## src/rtl/ram_scan_reader_if.sv

```systemverilog
// RAM initiator port plus serial pixel stream of the scan reader.
// master = the reader, slave = the RAM / pixel sink side.
interface ram_scan_reader_if #(
    parameter int ADDR_W = 9
) ();
    logic              mem_load;
    logic [ADDR_W-1:0] mem_address;
    logic [15:0]       mem_wdata;
    logic [15:0]       mem_rdata;
    logic              pix;
    logic              pix_valid;
    logic              pix_ready;

    modport master (
        output mem_load, mem_address, mem_wdata, pix, pix_valid,
        input  mem_rdata, pix_ready
    );

    modport slave (
        input  mem_load, mem_address, mem_wdata, pix, pix_valid,
        output mem_rdata, pix_ready
    );
endinterface

```

## src/rtl/ram_scan_reader.sv

```systemverilog
// Streams RAM words 0..WORDS-1 out LSB first as pixels, or fills them with FILL.
//
// state | meaning
// IDLE  | waiting for start; outputs quiet
// FETCH | capture RAM word at ptr into shreg
// SHIFT | present shreg[0]; shift on each accepted beat
// CLEAR | write FILL at ptr, one word per cycle
// DONE  | one-cycle done pulse, then back to IDLE
module ram_scan_reader #(
    parameter int          ADDR_W = 9,
    parameter int          WORDS  = 512,
    parameter logic [15:0] FILL   = 16'h0000
) (
    input  logic                clk,
    input  logic                rst,
    input  logic                start,
    input  logic                clear,
    output logic                busy,
    output logic                done,
    ram_scan_reader_if.master   bus
);

    typedef enum logic [2:0] {IDLE, FETCH, SHIFT, CLEAR, DONE} state_t;

    localparam logic [ADDR_W-1:0] LAST = ADDR_W'(WORDS - 1);

    state_t            state, state_nx;
    logic [ADDR_W-1:0] ptr, ptr_nx;
    logic [15:0]       shreg, shreg_nx;
    logic [3:0]        bit_cnt, bit_cnt_nx;

    always_ff @(posedge clk) begin
        if (rst) begin
            state   <= IDLE;
            ptr     <= '0;
            shreg   <= '0;
            bit_cnt <= '0;
        end else begin
            state   <= state_nx;
            ptr     <= ptr_nx;
            shreg   <= shreg_nx;
            bit_cnt <= bit_cnt_nx;
        end
    end

    assign bus.mem_address = ptr;
    assign bus.mem_wdata   = FILL;

    always_comb begin
        state_nx      = state;
        ptr_nx        = ptr;
        shreg_nx      = shreg;
        bit_cnt_nx    = bit_cnt;
        bus.mem_load  = 1'b0;
        bus.pix       = 1'b0;
        bus.pix_valid = 1'b0;
        done          = 1'b0;
        busy          = (state != IDLE);

        case (state)
            IDLE: begin
                if (start) begin
                    ptr_nx     = '0;
                    bit_cnt_nx = '0;
                    state_nx   = clear ? CLEAR : FETCH;
                end
            end
            FETCH: begin
                shreg_nx   = bus.mem_rdata;
                bit_cnt_nx = '0;
                state_nx   = SHIFT;
            end
            SHIFT: begin
                bus.pix_valid = 1'b1;
                bus.pix       = shreg[0];
                // Without a beat everything holds, so pix stays stable under backpressure.
                if (bus.pix_ready) begin
                    shreg_nx   = {1'b0, shreg[15:1]};
                    bit_cnt_nx = bit_cnt + 4'd1;
                    if (bit_cnt == 4'd15) begin
                        if (ptr == LAST) begin
                            state_nx = DONE;
                        end else begin
                            ptr_nx   = ptr + 1'b1;
                            state_nx = FETCH;
                        end
                    end
                end
            end
            CLEAR: begin
                bus.mem_load = 1'b1;
                if (ptr == LAST) begin
                    state_nx = DONE;
                end else begin
                    ptr_nx = ptr + 1'b1;
                end
            end
            DONE: begin
                done     = 1'b1;
                state_nx = IDLE;
            end
            default: state_nx = IDLE;
        endcase
    end

endmodule

```

## src/flat_wrapper.sv

```systemverilog
// flat-port wrapper written by rule: the top's interface ports become plain ports
module ram_scan_reader_flat 
#(
    parameter int          ADDR_W = 9,
    parameter int          WORDS  = 512,
    parameter logic [15:0] FILL   = 16'h0000
)
  (clk, rst, start, clear, busy, done, bus_mem_load, bus_mem_address, bus_mem_wdata, bus_pix, bus_pix_valid, bus_mem_rdata, bus_pix_ready);
  ram_scan_reader_if #(.ADDR_W(ADDR_W)) bus_i ();
  input  logic clk;
  input  logic rst;
  input  logic start;
  input  logic clear;
  output logic busy;
  output logic done;
  output wire logic [$bits(bus_i.mem_load)-1:0] bus_mem_load;
  output wire logic [$bits(bus_i.mem_address)-1:0] bus_mem_address;
  output wire logic [$bits(bus_i.mem_wdata)-1:0] bus_mem_wdata;
  output wire logic [$bits(bus_i.pix)-1:0] bus_pix;
  output wire logic [$bits(bus_i.pix_valid)-1:0] bus_pix_valid;
  input wire logic [$bits(bus_i.mem_rdata)-1:0] bus_mem_rdata;
  input wire logic [$bits(bus_i.pix_ready)-1:0] bus_pix_ready;
  assign bus_mem_load = bus_i.mem_load;
  assign bus_mem_address = bus_i.mem_address;
  assign bus_mem_wdata = bus_i.mem_wdata;
  assign bus_pix = bus_i.pix;
  assign bus_pix_valid = bus_i.pix_valid;
  assign bus_i.mem_rdata = bus_mem_rdata;
  assign bus_i.pix_ready = bus_pix_ready;
  ram_scan_reader #(.ADDR_W(ADDR_W), .WORDS(WORDS), .FILL(FILL)) u_core (.clk(clk), .rst(rst), .start(start), .clear(clear), .busy(busy), .done(done), .bus(bus_i));
endmodule
```

## config.mk

```make
export PLATFORM = sky130hd
export DESIGN_NAME = ram_scan_reader_flat
export DESIGN_NICKNAME = d
export VERILOG_FILES = /design/src/rtl/ram_scan_reader_if.sv /design/src/rtl/ram_scan_reader.sv /design/src/flat_wrapper.sv
export SDC_FILE = /design/constraint.sdc
export NUM_CORES = 1
export LEC_CHECK = 0
export CORE_ASPECT_RATIO = 1.1
export CORE_MARGIN = 3
export CORE_UTILIZATION = 45
export CTS_BUF_LIST = sky130_fd_sc_hd__clkbuf_8
export DETAILED_ROUTE_END_ITERATION = 6
export PLACE_DENSITY = 0.76
export SYNTH_ARGS = -nofsm -noshare
export SYNTH_HDL_FRONTEND = slang
export SYNTH_SLANG_ARGS = --single-unit
export TNS_END_PERCENT = 100
```

## constraint.sdc

```tcl
create_clock -name clk -period 5.36 [get_ports clk]
set_input_delay 0.536 -clock clk [delete_from_list [all_inputs] [get_ports clk]]
set_output_delay 0.536 -clock clk [all_outputs]
set_load 0.02 [all_outputs]
```

-- Yosys cells after proc, flatten, opt, wreduce, memory -nomap -nowiden
Index checks and enable logic that the tools add are counted.
- input port bits: 21
- register bits: 32
- word-level logic and storage cells: 46
- output and inout port bits: 30
- equality and inequality tests: 10
- reductions and logical operators: 9
- add/sub/neg operators: 2
- muxes and demuxes: 21
- operator list (cell ; count):
    two-way mux 9 bit ; 4
    one-hot mux 16 bit (2 select lines) ; 1
    one-hot mux 9 bit (3 select lines) ; 1
    two-way mux 16 bit ; 1
    two-way mux 3 bit ; 5
    one-hot mux 3 bit (4 select lines) ; 1
    one-hot mux 4 bit (3 select lines) ; 1
    adder 9 x 1 -> 9 bit (second input constant) ; 1
    equality test 9 bit (second input constant) ; 1
    nonzero test 3 bit ; 3
    two-way mux 4 bit ; 2
    AND reduction 4 bit ; 2
    equality test 3 x 2 -> 1 bit (second input constant) ; 2
    adder 4 x 1 -> 4 bit (second input constant) ; 1
    equality test 4 bit (second input constant) ; 1
    two-way mux 1 bit ; 4
    inequality test 2 x 1 -> 1 bit (second input constant) ; 2
    inequality test 2 bit (second input constant) ; 2
    equality test 3 x 1 -> 1 bit (second input constant) ; 1
    equality test 3 bit (second input constant) ; 1
    zero test 3 bit ; 1
    AND reduction 3 bit ; 1
    two-way mux 2 bit ; 1
    AND reduction 2 bit ; 1
    nonzero test 2 bit ; 1

-- Depth between registers and ports, before layout
Gate-level depths: netlist of the first run.
- word-level depth: 5
- mapped depth: 10
- mapped depth without buffers: 9

-- Least setup slack after synthesis of the first run
OpenSTA, ideal clock, no wires.
- path type: flip-flop to flip-flop
- start: register u_core.ptr[0], in the netlist u_core.bus.mem_address[0]
- end: register u_core.ptr[7], in the netlist u_core.bus.mem_address[7]
- path buffers: 1
- required time: 5.230 ns
- stages on the path, launching flop included: 10
- arrival time: 2.213 ns
- library setup time: 0.130 ns
- clock period less this slack: 2.344 ns
- path slack: 3.016 ns
- path through: dfxtp_1 ha_1 and3_1 and3_1 and3_1 ha_1 or3_1 buf_6 a22oi_1 o32ai_1
- word-level cells in the longest chain between the ends: 5
- elaborated cells between the ends (all ways): 6
- those cells by class: add/sub (1); eq/ne (1); mux (4)
- ends and longest elaborated chain (element ; RTL line ; source):
    start: declaration ; ram_scan_reader.sv:28 ; logic [ADDR_W-1:0] ptr, ptr_nx;
    start signal: assignment ; ram_scan_reader.sv:40 ; ptr <= ptr_nx;
    adder 9 x 1 -> 9 bit or equality test 9 bit (tied branches) ; n/a ;
    two-way mux 9 bit * ; ram_scan_reader.sv:81, ram_scan_reader.sv:92 ;
    two-way mux 9 bit ; ram_scan_reader.sv:80 ; if (bit_cnt == 4'd15) begin
    two-way mux 9 bit ; ram_scan_reader.sv:77 ; if (bus.pix_ready) begin
    one-hot mux 9 bit (3 select lines) * ; ram_scan_reader.sv:60 ; case (state)
Mark *: on every way between the ends. The rest lies on a longest branch, timed or not. The select of a mux whose other input is x is not followed.
A chain may end at the register's enable or synchronous reset.

-- Worst setup path after layout of the first run
- start: register u_core.state[0]
- end: output port bus_pix
- word-level cells in the longest chain between the ends: 2
- ends and longest elaborated chain (element ; RTL line ; source):
    start: declaration ; ram_scan_reader.sv:27 ; state_t state, state_nx;
    start signal: assignment ; ram_scan_reader.sv:39 ; state <= state_nx;
    equality test 3 x 2 -> 1 bit ; ram_scan_reader.sv:60 ;
    two-way mux 1 bit ; ram_scan_reader.sv:60 ;
    end: declaration ; flat_wrapper.sv:19 ; output wire logic [$bits(bus_i.pix)-1:0] bus_pix;
No other way between the ends.

==> results.json, run 1 <==
{
  "status": "complete, no violations",
  "path_max_fanout": 17,
  "layout_setup_ws_ps": 2210,
  "synthFlopType": "dfxtp_1",
  "critPathKind": "register to output port",
  "rows": 23,
  "drt-total-wl_um": 3550,
  "power.density_nw_per_um2": 289,
  "cap_violations": 0,
  "grt_pass1_vias": 1332,
  "worstSkewPairLatency_ps": 290,
  "critPathLaunchType": "register",
  "p_leak_nw": 0.873,
  "hp-class": "register to register",
  "power_mw": 0.627,
  "cts_buffer_depth": 2,
  "io_pins": 51,
  "stdcell_area_um2": 2170,
  "gp_congestion": 0.801,
  "slew_violations": 0,
  "grt_max_degree": 33,
  "crit_slowest_cell": "or3b_1",
  "clock-root-buffer": "clkbuf_8",
  "arrival_ps": 2620,
  "syn-cell-area_um2": 1790,
  "cts_buffers": 5,
  "fin_crit_ps": 3150,
  "yosys_warnings": 0,
  "overflow": 0,
  "tightest_slew_ps": 1140,
  "final_core_util": 0.580,
  "yosysSeqAreaShare": 0.358,
  "timing.critical_path.cells": "or3b_1, clkinv_2, and2_1, clkdlybuf4s50_1",
  "synth_cell_types": 45,
  "drc": 0,
  "fill_cells": 350,
  "ir_worst_vdd_v": 0.000186,
  "skew_ps": 4.86,
  "max_stage_delay_ps": 790,
  "antenna_found_initial": 0,
  "grtUsageTotal": 0.159,
  "async_flop_share": 0,
  "start_util": 0.478,
  "io_buffer_count": 34,
  "worst_setup_path_end_kind": "output port",
  "ant_nets": 0,
  "clkTransAtPathRegs_ps": 70,
  "fp.dieW_um": 66.1,
  "drive_above_1_share": 0.0641,
  "pre_cts_ws_ps": 2500,
  "syn_inst": 205,
  "rsz0062_at_grt": "no",
  "stdcell_count": 284,
  "synthTopCellsByArea": "dfxtp_1 (36%), mux2i_1 (8.4%), buf_4 (7.1%), a211oi_1 (6.7%), nor2_1 (5.0%)",
  "holdBufCountCts": 0,
  "cts_max_level": 2,
  "ys_ff_latch": 32,
  "dp.cells": 276,
  "final-hold-violation-count": 0,
  "core-area_um2": 3740,
  "cts_tree": "done",
  "syn2layout_area_growth_pct": 21.3,
  "max_freq_mhz": 317,
  "place_area_um2": 2060,
  "synth_edf_count": 0,
  "syn_area_per_cell_um2": 8.73,
  "via_count": 1486,
  "die_y_um": 72.1,
  "ctsResizeCount": 0,
  "drt-initial-drc-count": 102,
  "place_hpwl_um": 2480,
  "layout.nets": 257,
  "worst_hold_slack_ps": 476,
  "avgViaCountPerCell": 5.23,
  "diodes": 0,
  "setup-violations-final": 0,
  "synth_top_area_cell": "dfxtp_1",
  "tns_ps": 0,
  "grt_pass1_wl_um": 5950,
  "wire_per_inst_um": 12.5,
  "cts.sinks": 32,
  "synth.top_cell.area_share": 0.358,
  "period_share": 0.589,
  "slew_headroom": 0.243,
  "postCtsSetupBuffers": 0,
  "die_area_um2": 4770,
  "worstPathRequired_ps": 4820,
  "drtPass1Iterations": 4
}
kinds of logic after synthesis:
group           share of synthesized area
flops                               0.358
compound gates                      0.201
other cells                       0.00210
simple gates                        0.213
fa+ha+maj                          0.0210
mux                                0.0839
buf+inv                             0.121
registers in the layout, summed over array words and instances, names as in the netlist:
register	count
u_core.bit_cnt	4
u_core.bus.mem_address	9
u_core.shreg	16
u_core.state	3
synth_stat cells (2+ instances only):
cell type and n:
dfxtp_1 32, nor2_1 24, buf_4 17, a211oi_1 16, mux2i_1 15, a21oi_1 13
nand2b_1 7, nand3_1 7, nand2_1 6, clkbuf_1 5, and3_1 4, buf_2 4
a21o_1 3, a31oi_1 3, and2_1 3, buf_6 3, ha_1 3, inv_1 3
o21ai_0 3, o22ai_1 3, nand3b_1 2, nand4_1 2, nand4b_1 2, nor3_1 2
o21bai_1 2, or3_1 2
power breakdown:
part	switching, mW	internal [mW]
logic	0.0689	0.0567
registers	0.0148	0.256
clock network	0.0931	0.137
total	0.177	0.451
layout by cell type, fill, tap and decap left out, types with 5 or more instances in the layout:
| cell | n |
|---|---|
| clkdlybuf4s50_1 | 34 |
| conb_1 | 16 |
| a211oi_1 | 16 |
| mux2i_1 | 15 |
| nand2_1 | 6 |
| dfxtp_1 | 32 |
| clkbuf_8 | 5 |
| a21oi_1 | 12 |
| nand2b_1 | 7 |
| nor2_1 | 24 |
| nand3_1 | 7 |
path summary, 6_finish.rpt:
path | from | to | slack, ps | cells after the start
worst min-delay path | u_core.bus.mem_address[4]$_SDFFE_PP0P_ | u_core.bus.mem_address[4]$_SDFFE_PP0P_ | 480 | 1
worst max-delay path | u_core.state[0]$_SDFFE_PP0P_ | bus_pix | 2210 | 4
worst min register to register | u_core.bus.mem_address[4]$_SDFFE_PP0P_ | u_core.bus.mem_address[4]$_SDFFE_PP0P_ | 480 | 1
worst max register to register | u_core.bus.mem_address[0]$_SDFFE_PP0P_ | u_core.bus.mem_address[7]$_SDFFE_PP0P_ | 2630 | 9
worst max-delay path: cells and delay by family (launching register included):
kind          cells  cell delay [ps]
buf+inv           2              720
flops             1              600
simple gates      2             1010
final cells by class:
type                       count  area, µm²  share of cell area
multi-input combinational    155        992               0.457
tap                           50       62.6              0.0288
sequential                    32        641               0.295
clock buffer                   5       68.8              0.0317
clock inverter                 3       42.5              0.0196
timing repair buffer          35        348               0.160
inverter                       4       16.3             0.00749
metal layers:
layer / part of all wire / vias to the layer above / GRT usage
met4: 0.016 / 0 / 0.0609
met3: 0.060 / 6 / 0.0495
met2: 0.47 / 43 / 0.248
met5: 0 / - / 0
met1: 0.45 / 666 / 0.206
li1: - / 771 / -
(Power assumes the default switching activity.)
==> inputs of run 2 (changes only) <==
Settings changed: CORE_UTILIZATION 45 to 44, PLACE_DENSITY 0.76 to 0.78.
Clock period 5.36 ns to 2.7 ns, I/O delays scaled along.
==> results.json, run 2 (same netlist as run 1, synthesis figures left out) <==
{
  "fill_cells": 345,
  "cp.buffers_inverters": 2,
  "start_util": 0.475,
  "path_max_fanout": 16,
  "grtUsageTotal": 0.168,
  "status": "complete, no violations",
  "setup-violations-final": 0,
  "core-area_um2": 3770,
  "crit_family": "buffers and inverters",
  "arrival_ps": 2210,
  "grt_pass1_wl_um": 6280,
  "cts_buffers": 5,
  "layout.nets": 259,
  "power.density_nw_per_um2": 569,
  "place_area_um2": 2070,
  "cell_internal_pwr_mw": 0.895,
  "io_buffer_count": 34,
  "tightest_slew_ps": 540,
  "largest_reg_flops": 16,
  "critPathLaunchType": "register",
  "multiInputGateArea_um2": 998,
  "diodes": 0,
  "syn2layout_area_growth_pct": 22.3,
  "worstPathRequired_ps": 2430,
  "die_y_um": 72.9,
  "avgViaCountPerCell": 5.35,
  "die_area_um2": 4870,
  "grt_pass1_vias": 1412,
  "cts_tree": "done",
  "register_area_um2": 641,
  "via_count": 1531,
  "postCtsSetupBuffers": 0,
  "stdcell_area_um2": 2190,
  "max_stage_delay_ps": 650,
  "clkTransAtPathRegs_ps": 70,
  "drt-initial-drc-count": 131,
  "ctsResizeCount": 0,
  "cts_buffer_depth": 2,
  "p_comb_frac": 0.206,
  "final-hold-violation-count": 0,
  "max_freq_mhz": 403,
  "slew_headroom": 0.639,
  "place_hpwl_um": 2700,
  "timing.critical_path.cells": "or3b_1, clkinv_2, and2_1, clkdlybuf4s50_1",
  "grt_max_degree": 32,
  "most-common-layout-cells": "clkdlybuf4s50_1 (34), dfxtp_1 (32), nor2_1 (24), a211oi_1 (16), conb_1 (16)",
  "gp_congestion": 0.846,
  "regMostFlops": "u_core.shreg",
  "worstSkewPairLatency_ps": 280,
  "fp.dieW_um": 66.8,
  "io_pins": 51,
  "clock-root-buffer": "clkbuf_8",
  "holdBufCountCts": 0,
  "clkPwrFrac": 0.360,
  "drive_above_1_share": 0.0720,
  "slew_violations": 0,
  "overflow": 0,
  "critPathKind": "register to output port",
  "seqPwrFrac": 0.434,
  "cap_violations": 0,
  "drt-total-wl_um": 3810,
  "skew_ps": 2.37,
  "cts.sinks": 32,
  "switchingPower_mw": 0.350,
  "worst_setup_path_end_kind": "output port",
  "wire_per_inst_um": 13.3,
  "crit_slowest_cell": "dfxtp_1",
  "p_leak_nw": 0.888,
  "ant_nets": 0,
  "antenna_found_initial": 0,
  "hp-class": "register to register",
  "cts_max_level": 2,
  "rows": 23,
  "final_common_cell": "clkdlybuf4s50_1",
  "period_share": 0.918,
  "drc": 0,
  "rsz0062_at_grt": "no",
  "drtPass1Iterations": 5,
  "ir_worst_vdd_v": 0.000290,
  "fin_crit_ps": 2480,
  "tns_ps": 0,
  "switching_share": 0.281
}
==> run 2: cell types whose count changed in the layout (fill, tap and decap cells not counted) <==
cell,delta
a31oi_2,+1
inv_1,+1
clkinvlp_4,-1
buf_4,+2
a31oi_1,-1
==> run 2: through the flow <==
| stage | worst slack (ps) | util | cells | hold slack (ps) | power (mW) |
|---|---|---|---|---|---|
| floorplan | 356 | - | 220 | 444 | 0.753 |
| global placement | 158 | 0.550 | 278 | 462 | 0.799 |
| detailed placement | 90.8 | 0.550 | 278 | 476 | 0.806 |
| CTS | 52.8 | 0.579 | 286 | 492 | 1.25 |
| global route | 77.8 | 0.580 | 286 | 525 | 1.30 |
| finish | 222 | 0.580 | 286 | 495 | 1.25 |
==> run 2: routing by layer <==
metal  global-route usage  part of all wire
met1                0.207              0.43
met4               0.0745             0.020
met2                0.272              0.50
met3               0.0447             0.047
met5                    0                 0
==> run 2: final timing paths <==
path | from | end | slack [ps] | depth (start not counted)
worst max-delay path | u_core.state[1]$_SDFFE_PP0P_ | bus_pix | 220 | 4
worst min register to register | u_core.bus.mem_address[4]$_SDFFE_PP0P_ | u_core.bus.mem_address[4]$_SDFFE_PP0P_ | 490 | 1
worst min-delay path | u_core.bus.mem_address[4]$_SDFFE_PP0P_ | u_core.bus.mem_address[4]$_SDFFE_PP0P_ | 490 | 1
worst max register to register | u_core.bus.mem_address[0]$_SDFFE_PP0P_ | u_core.bus.mem_address[7]$_SDFFE_PP0P_ | 230 | 8
==> run 2: worst reg2reg max path, cell delays in order (launching register included) <==
cell and delay, ps:
dfxtp_1 340, ha_1 230, and3_1 210, and3_1 210, and3_1 190, ha_1 250
or3_1 570, a22oi_1 240, o32ai_1 110
==> run 2: power groups by stage <==
| stage | sequential, mW | combinational, mW | clock [mW] |
|---|---|---|---|
| floorplan | 0.538 | 0.215 | 0 |
| global placement | 0.548 | 0.251 | 0 |
| detailed placement | 0.550 | 0.256 | 0 |
| CTS | 0.540 | 0.257 | 0.457 |
| global route | 0.546 | 0.283 | 0.474 |
| finish | 0.540 | 0.257 | 0.448 |
==> run 2: cell type report <==
| class | instances | area share |
|---|---|---|
| Clock inverter | 3 | 0.0177 |
| Inverter | 4 | 0.00743 |
| Sequential cell | 32 | 0.293 |
| Timing Repair Buffer | 37 | 0.166 |
| Tap cell | 50 | 0.0286 |
| Clock buffer | 5 | 0.0314 |
| Multi-Input combinational cell | 155 | 0.456 |
